==> src/rtl/pwm_capture.sv <==
// PWM period / high-time / duty-cycle capture with stuck-line timeout.
// Duty is computed by a 7-cycle restoring divider after each measurement.
module pwm_capture #(
    parameter int CNT_W   = 16,
    parameter int TIMEOUT = 65535
) (
    input  logic             clk,
    input  logic             rst,
    input  logic             pwm_in,
    output logic [CNT_W-1:0] period,
    output logic [CNT_W-1:0] high_time,
    output logic [6:0]       duty,
    output logic             valid,
    output logic             stuck,
    output logic             overrun,
    output logic [9:0]       LEDR
);

    localparam int DW = CNT_W + 7;
    localparam logic [CNT_W-1:0] TMO  = CNT_W'(TIMEOUT);
    localparam logic [CNT_W-1:0] CMAX = '1;

    typedef enum logic {WAIT_EDGE, MEASURE} state_t;

    state_t           r_state;
    state_t           w_state_nxt;
    logic             r_sync1;
    logic             r_sync2;
    logic             r_prev;
    logic [CNT_W-1:0] r_pcnt;
    logic [CNT_W-1:0] r_hcnt;
    logic [CNT_W-1:0] r_lat_p;
    logic [CNT_W-1:0] r_lat_h;
    logic [DW-1:0]    r_rem;
    logic [DW-1:0]    r_dsh;
    logic [6:0]       r_q;
    logic [2:0]       r_step;
    logic             r_busy;
    logic [CNT_W-1:0] r_period;
    logic [CNT_W-1:0] r_high;
    logic [6:0]       r_duty;
    logic             r_valid;
    logic             r_stuck;
    logic             r_overrun;
    logic [9:0]       r_ledr;

    logic             w_edge;
    logic             w_meas;
    logic             w_latch;
    logic             w_drop;
    logic             w_tmo;
    logic             w_ge;
    logic [DW-1:0]    w_rem_nxt;
    logic [6:0]       w_q;
    logic             w_done;

    function automatic logic [9:0] f_bar(input logic [6:0] d);
        logic [9:0] bar;
        for (int k = 0; k < 10; k++) begin
            bar[k] = (d > 7'(10 * k));
        end
        return bar;
    endfunction

    assign w_edge    = r_sync2 & ~r_prev;
    assign w_meas    = (r_state == MEASURE);
    assign w_latch   = w_edge & w_meas & ~r_busy;
    assign w_drop    = w_edge & w_meas & r_busy;
    // An edge coinciding with the timeout wins and is measured normally
    assign w_tmo     = w_meas & ~w_edge & (r_pcnt == TMO);
    assign w_ge      = (r_rem >= r_dsh);
    assign w_rem_nxt = w_ge ? (r_rem - r_dsh) : r_rem;
    assign w_q       = {r_q[5:0], w_ge};
    assign w_done    = r_busy & (r_step == 3'd0) & ~w_drop & ~w_tmo;

    always_ff @(posedge clk or negedge rst) begin
        if (!rst) begin
            r_state <= WAIT_EDGE;
        end else begin
            r_state <= w_state_nxt;
        end
    end

    always_comb begin
        w_state_nxt = r_state;
        unique case (r_state)
            WAIT_EDGE: if (w_edge) w_state_nxt = MEASURE;
            MEASURE:   if (w_tmo)  w_state_nxt = WAIT_EDGE;
            default:   w_state_nxt = WAIT_EDGE;
        endcase
    end

    always_ff @(posedge clk or negedge rst) begin
        if (!rst) begin
            r_sync1 <= 1'b0;
            r_sync2 <= 1'b0;
            r_prev  <= 1'b0;
        end else begin
            r_sync1 <= pwm_in;
            r_sync2 <= r_sync1;
            r_prev  <= r_sync2;
        end
    end

    // The edge cycle itself is cycle 1 of the new interval
    always_ff @(posedge clk or negedge rst) begin
        if (!rst) begin
            r_pcnt <= '0;
            r_hcnt <= '0;
        end else if (w_edge) begin
            r_pcnt <= CNT_W'(1);
            r_hcnt <= CNT_W'(1);
        end else if (w_meas) begin
            if (r_pcnt != CMAX) r_pcnt <= r_pcnt + CNT_W'(1);
            if (r_sync2 && r_hcnt != CMAX) r_hcnt <= r_hcnt + CNT_W'(1);
        end else begin
            r_pcnt <= '0;
            r_hcnt <= '0;
        end
    end

    always_ff @(posedge clk or negedge rst) begin
        if (!rst) begin
            r_busy  <= 1'b0;
            r_step  <= '0;
            r_rem   <= '0;
            r_dsh   <= '0;
            r_q     <= '0;
            r_lat_p <= '0;
            r_lat_h <= '0;
        end else if (w_latch) begin
            r_busy  <= 1'b1;
            r_step  <= 3'd6;
            r_rem   <= DW'(r_hcnt) * DW'(100);
            r_dsh   <= {1'b0, r_pcnt, 6'b0};
            r_q     <= '0;
            r_lat_p <= r_pcnt;
            r_lat_h <= r_hcnt;
        end else if (w_drop || w_tmo) begin
            r_busy <= 1'b0;
        end else if (r_busy) begin
            r_rem  <= w_rem_nxt;
            r_dsh  <= r_dsh >> 1;
            r_q    <= w_q;
            r_step <= r_step - 3'd1;
            if (r_step == 3'd0) r_busy <= 1'b0;
        end
    end

    always_ff @(posedge clk or negedge rst) begin
        if (!rst) begin
            r_period  <= '0;
            r_high    <= '0;
            r_duty    <= '0;
            r_valid   <= 1'b0;
            r_stuck   <= 1'b0;
            r_overrun <= 1'b0;
            r_ledr    <= '0;
        end else begin
            r_valid <= 1'b0;
            if (w_drop) r_overrun <= 1'b1;
            if (w_edge) r_stuck <= 1'b0;
            if (w_done) begin
                r_period <= r_lat_p;
                r_high   <= r_lat_h;
                r_duty   <= w_q;
                r_ledr   <= f_bar(w_q);
                r_valid  <= 1'b1;
            end else if (w_tmo) begin
                r_period <= '0;
                r_high   <= '0;
                r_duty   <= r_sync2 ? 7'd100 : 7'd0;
                r_ledr   <= r_sync2 ? 10'h3FF : 10'h000;
                r_valid  <= 1'b1;
                r_stuck  <= 1'b1;
            end
        end
    end

    assign period    = r_period;
    assign high_time = r_high;
    assign duty      = r_duty;
    assign valid     = r_valid;
    assign stuck     = r_stuck;
    assign overrun   = r_overrun;
    assign LEDR      = r_ledr;

endmodule

==> config.mk <==
export PLATFORM = sky130hd
export DESIGN_NAME = pwm_capture
export DESIGN_NICKNAME = d
export VERILOG_FILES = /design/src/rtl/pwm_capture.sv
export SDC_FILE = /design/constraint.sdc
export NUM_CORES = 1
export LEC_CHECK = 0
export ABC_AREA = 1
export BUFFER_PORTS_ARGS = -buffer_cell sky130_fd_sc_hd__buf_4
export CORE_MARGIN = 5
export CORE_UTILIZATION = 35
export DETAILED_ROUTE_END_ITERATION = 16
export PLACE_DENSITY = 0.48
export SYNTH_ARGS = -nofsm -noshare
export SYNTH_HDL_FRONTEND = slang
export SYNTH_SLANG_ARGS = --single-unit
==> constraint.sdc <==
create_clock -name clk -period 2.5 [get_ports clk]
set_input_delay 0.375 -clock clk [delete_from_list [all_inputs] [get_ports clk]]
set_output_delay 0.375 -clock clk [all_outputs]
set_load 0.005 [all_outputs]
; ---- Yosys cells after proc, flatten, opt, wreduce, memory -nomap -nowiden
; Index checks and enable logic that the tools add are counted.
[op_classes]
addsub = 4
n_bitwise = 15
n_reduce_logical = 8
mul = 1
n_eq_ne = 6
order_cmp = 11
mux = 40
[op_table]
columns = cell, n
row1 = 2-to-1 mux 23 bit, 7
row2 = 2-to-1 mux 16 bit, 9
row3 = adder 16 x 1 -> 16 bit (second input constant), 2
row4 = != test 16 bit (second input constant), 2
row5 = 2-to-1 mux 10 bit, 3
row6 = >= comparator 23 bit, 1
row7 = subtractor 23 bit, 1
row8 = > comparator 7 x 6 -> 1 bit (second input constant), 3
row9 = > comparator 7 bit (second input constant), 3
row10 = multiplier 16 x 5 -> 21 bit (second input constant), 1
row11 = 2-to-1 mux 7 bit, 3
row12 = 2-to-1 mux 6 bit, 3
row13 = equality test 16 bit (second input constant), 1
row14 = > comparator 7 x 5 -> 1 bit (second input constant), 2
row15 = 2-to-1 mux 1 bit, 11
row16 = bitwise AND 1 bit, 9
row17 = 2-to-1 mux 3 bit, 3
row18 = > comparator 7 x 1 -> 1 bit (second input constant), 1
row19 = > comparator 7 x 4 -> 1 bit (second input constant), 1
row20 = != test 3 x 1 -> 1 bit (second input constant), 2
row21 = NOT 1 bit, 6
row22 = nonzero test 2 bit, 3
row23 = logical NOT 3 bit, 1
row24 = AND reduction 3 bit, 1
row25 = other kinds (6), 6
[word_totals]
elab_cells = 105
in_bits = 3
regBits = 176
out_inout_bits = 52

; ---- Depth between registers and ports, before layout
[logic_depth]
ltp_word = 8
depth_mapped = 17

; ---- Worst setup path after synthesis
; OpenSTA, ideal clock, no wires.
[synth_timing]
path_kind = reg2reg
from = register r_hcnt[3]
to = register r_rem[20]
path_slack_ns = -0.247
required_ns = 2.384
path_stages_with_launch = 17
setup_ns = 0.116
arrival_time_ns = 2.630
cell_sequence = dfrtp_1 -> ha_1 -> ha_1 -> inv_1 -> fa_1 -> inv_1 -> ha_1 -> a21oi_1 -> nand2_1 -> nand2_1 -> nand3_1 -> nand2_1 -> nand3b_1 -> nand3_1 -> nand2_1 -> nand2_1 -> nand2_1
[synth_between]
elab_chain_cells = 2
[synth_lines]
columns = item, line
row1 = start: declaration, 31  ; logic [CNT_W-1:0] r_hcnt;
row2 = start signal: assignment, 115  ; if (r_sync2 && r_hcnt != CMAX) r_hcnt <= r_hcnt + CNT_W'(1);
row3 = multiplier 16 x 5 -> 21 bit, 134  ; r_rem <= DW'(r_hcnt) * DW'(100);
row4 = 2-to-1 mux 23 bit, 131  ; end else if (w_latch) begin
row5 = end signal: assignment, 134
row6 = end signal: assignment, 142  ; r_rem <= w_rem_nxt;
row7 = end: declaration, 34  ; logic [DW-1:0] r_rem;
; Every way passes these cells.
; A chain may end at the register's enable or synchronous reset.

; ---- Worst setup path after layout
[layout_timing]
from = register r_hcnt[7]
to = register r_rem[22]
; Same word-level chain as after synthesis.

==> results.md <==
* Core utilization of the finished layout at 43.1%
* Violated checks: negative setup slack
* Per-instance average area after synthesis at 7.44 µm²
* Number of violations of the max-capacitance limit at 0
* Worst Path Class, Setup: register to register
* Number of design rule violations left after detail routing at 0
* Synthesized net count at 1571
* Mapped cell area at 11000 µm²
* CP cell instances: ha_1 -> ha_1 -> inv_1 -> fa_1 -> inv_1 -> ha_4 -> nand2_1 -> inv_2 -> nand3_1 -> nand2_2 -> nand2_1 -> nand2_1 -> nand2_1 -> nand3_1 -> nand2_1 -> nand2_1 -> nand2_1
* Worst Hold Margin at 0.0453 ns
* Total of warnings raised by yosys at 0
* Buffer type at the clock tree root: sky130_fd_sc_hd__clkbuf_16
* Floorplan row count at 65
* Core Area at 31300 µm²
* Full die area at 35100 µm²
* Total of flip-flops plus latches after synthesis at 175
* 1st-iter DRT viols at 578
* Clock tree skew after final layout at 0.0122 ns
* Leakage at 0.00691 µW
* Ant diodes at 0
* Clock buffers created by TritonCTS at 17
* Routed via count at 9794
* Starting utilization of the core area at 35.1%
* Pwr dens at 953 nW/µm²
* Outcome: finished, violations left
* Area Growth Syn to Fin at 22.8%
* Delay contributed by the slowest stage of the critical path at 0.50 ns
* Number of pins exceeding their max-slew limit in the final report at 0
* Ratio of cells with drive above 1 in the final layout at 17.4%
* Vias per inst at 4.84
* Floorplan die width at 187 µm
* Antenna violations before repair at 1
* HPWL after DPL at 24.1 mm
* Post-DR wirelength/cell at 15.3 µm
* Peak Freq at 355 MHz
* Overflow left after global routing at 0
* Final critical-path share of the clock period at 113%
* Post-Syn Instances at 1478
* Signal arrival time at the worst endpoint at 3.15 ns
* Largest voltage drop on the vdd net at 526 µV
* Crit. End Element: register
* Clock latency of the later-clocked register in the worst-skew pair at 0.44 ns
* Number of failing hold endpoints at the final stage at 0
* I/O Buffers at 54
* Setup Slack @ Placement at -0.348 ns
* Nets@finish at 1703
* H-tree level count at 4
* Critical path fanouts, max at 4
* Placed cell area at 12600 µm²
* Worst path most repeated cell: sky130_fd_sc_hd__nand2_1
* Minimum setup slack in the final design at -0.320 ns
* Commonest cells after routing, fill and taps aside: sky130_fd_sc_hd__nand2_1 (415), sky130_fd_sc_hd__inv_1 (229), sky130_fd_sc_hd__dfrtp_1 (172)
* Type of the most critical hold path: input port to register
* Routability cong. at 0.893
* Cell family contributing the most delay on the critical path: adder cells
* Global-route usage over all layers at 18.0%
* Clock buffer depth at 2
* Commonest register cell after synthesis: sky130_fd_sc_hd__dfrtp_1
* Die height at 187 µm
* Via count of the first global-routing pass at 9516
* Async set or reset register ratio after synthesis at 100%
* RSZ-0062 raised after global routing: true
* Final std cell area, no fill at 13500 µm²
* # clock sinks at 175
* Final wirelength at 31.0 mm
* Reg clk slew, reported paths at 0.07 ns
* Count of TritonRoute iterations in the first routing pass at 5
* Register area share after synthesis at 39.8%
* FILL cells at 3187
* Worst rel slew slack at 55.7%
* Setup TNS at -3.13 ns
* I/O pin cnt at 55
* Number of buffers and inverters on the critical path at 3
* Worst-path cell with the longest stage delay: sky130_fd_sc_hd__fa_1
* Count of distinct cell types in the synthesized netlist at 48
* Largest net degree at the start of global routing at 78
* Number of synthesized flops with an enable pin at 0
* Final min period at 2.82 ns
* Slew at the pin closest to its max-slew limit at 0.658 ns
* Final number of setup-violating endpoints at 14
* Required time worst endpoint at 2.83 ns
* Wire length of the first global-routing pass at 51.1 mm
* Startpoint type of the worst setup path: register
* Clock tree from TritonCTS: built
* Count of nets left with antenna violations after detail routing at 0
* Most frequent standard cell in the layout excluding fill and tap cells: sky130_fd_sc_hd__nand2_1
registers in the layout, indices dropped and copies added (netlist names):
register and cells:
r_sync1 1, r_busy 1, r_lat_h 16, r_hcnt 16, r_lat_p 16, r_dsh 22, period 16, high_time 16
overrun 1, r_rem 23, r_prev 1, r_pcnt 16, stuck 1, r_state 1, valid 1, r_step 3
duty 7, r_q 6, r_sync2 1, LEDR 10
per-layer routing:
layer	track usage, %	routed length, µm	vias up	share of wire (%)
li1	-	-	4995	-
met1	26.9	16100	4621	52
met2	27.6	13500	165	44
met3	2.97	1070	13	3.5
met4	3.67	239	0	0.77
met5	0	0	-	0
final cells by class:
| type | instances | area, µm² | share of cell area (%) |
|---|---|---|---|
| clock buffers | 20 | 447 | 3.31 |
| clock inverters | 11 | 130 | 0.964 |
| inverters | 243 | 921 | 6.82 |
| multi-input cells | 1025 | 5930 | 43.9 |
| flip-flops and latches | 175 | 4380 | 32.5 |
| well taps | 402 | 503 | 3.73 |
| repair buffers | 148 | 1180 | 8.78 |
synth_stat cells, types with 13 or more instances:
library cell	number	area share, %
sky130_fd_sc_hd__ha_1	78	8.9
sky130_fd_sc_hd__inv_1	238	8.1
sky130_fd_sc_hd__nor2_1	98	3.3
sky130_fd_sc_hd__dfrtp_1	175	40
sky130_fd_sc_hd__buf_2	17	0.77
sky130_fd_sc_hd__a21oi_1	63	2.9
sky130_fd_sc_hd__nor3_1	21	0.96
sky130_fd_sc_hd__nand2_1	435	15
sky130_fd_sc_hd__o21ai_0	111	5.1
sky130_fd_sc_hd__nand4_1	15	0.85
sky130_fd_sc_hd__o211ai_1	13	0.89
sky130_fd_sc_hd__nand3_1	95	4.3
cells by family (layout without fill, tap and decap cells):
logic type                 after synthesis  count (layout)  synth area share [%]
and+or+nand+nor                        701             701                  27.3
buffers and inverters                  278             422                  10.0
AOI/OAI and AO/OA                      226             226                  11.2
DFF                                    175             175                  39.8
adders and majority gates               90              90                  11.1
xor gates and xnor gates                 8               8                 0.637
final timing paths:
path | startpoint | cells past startpoint | end | slack [ns]
worst max-delay path | r_hcnt[7] | 17 | r_rem[22] | -0.32
worst min-delay path | pwm_in | 1 | r_sync1 | 0.05
worst max register to register | r_hcnt[7] | 17 | r_rem[22] | -0.32
worst min register to register | r_sync1 | 0 | r_sync2 | 0.35
max in group asynchronous | rst | 3 | LEDR[8] | 1.39
min in group asynchronous | rst | 2 | r_lat_h[3] | 0.44
power breakdown:
part,switching [µW],internal [µW]
combinational,3940,2380
clock,1190,1510
sequential,425,3430
total,5550,7320
repair_timing:
item / in CTS / in global routing
hold buffers: 1 / 0
gates resized for setup: 35 / 36
endpoints found under the setup margin: 20 / 51
buffers inserted: 8 / 2
endpoints found under the hold margin: 43 / 0
pin swaps: 19 / 15
metrics by stage:
step           total power [µW]  cells
6_report                  12900   2024
3_5_place_dp              10000   1983
4_1_cts                   12900   2023
2_1_floorplan              8030   1478
3_3_place_gp              10000   1983
5_1_grt                   14100   2024
(Power assumes the default switching activity.)
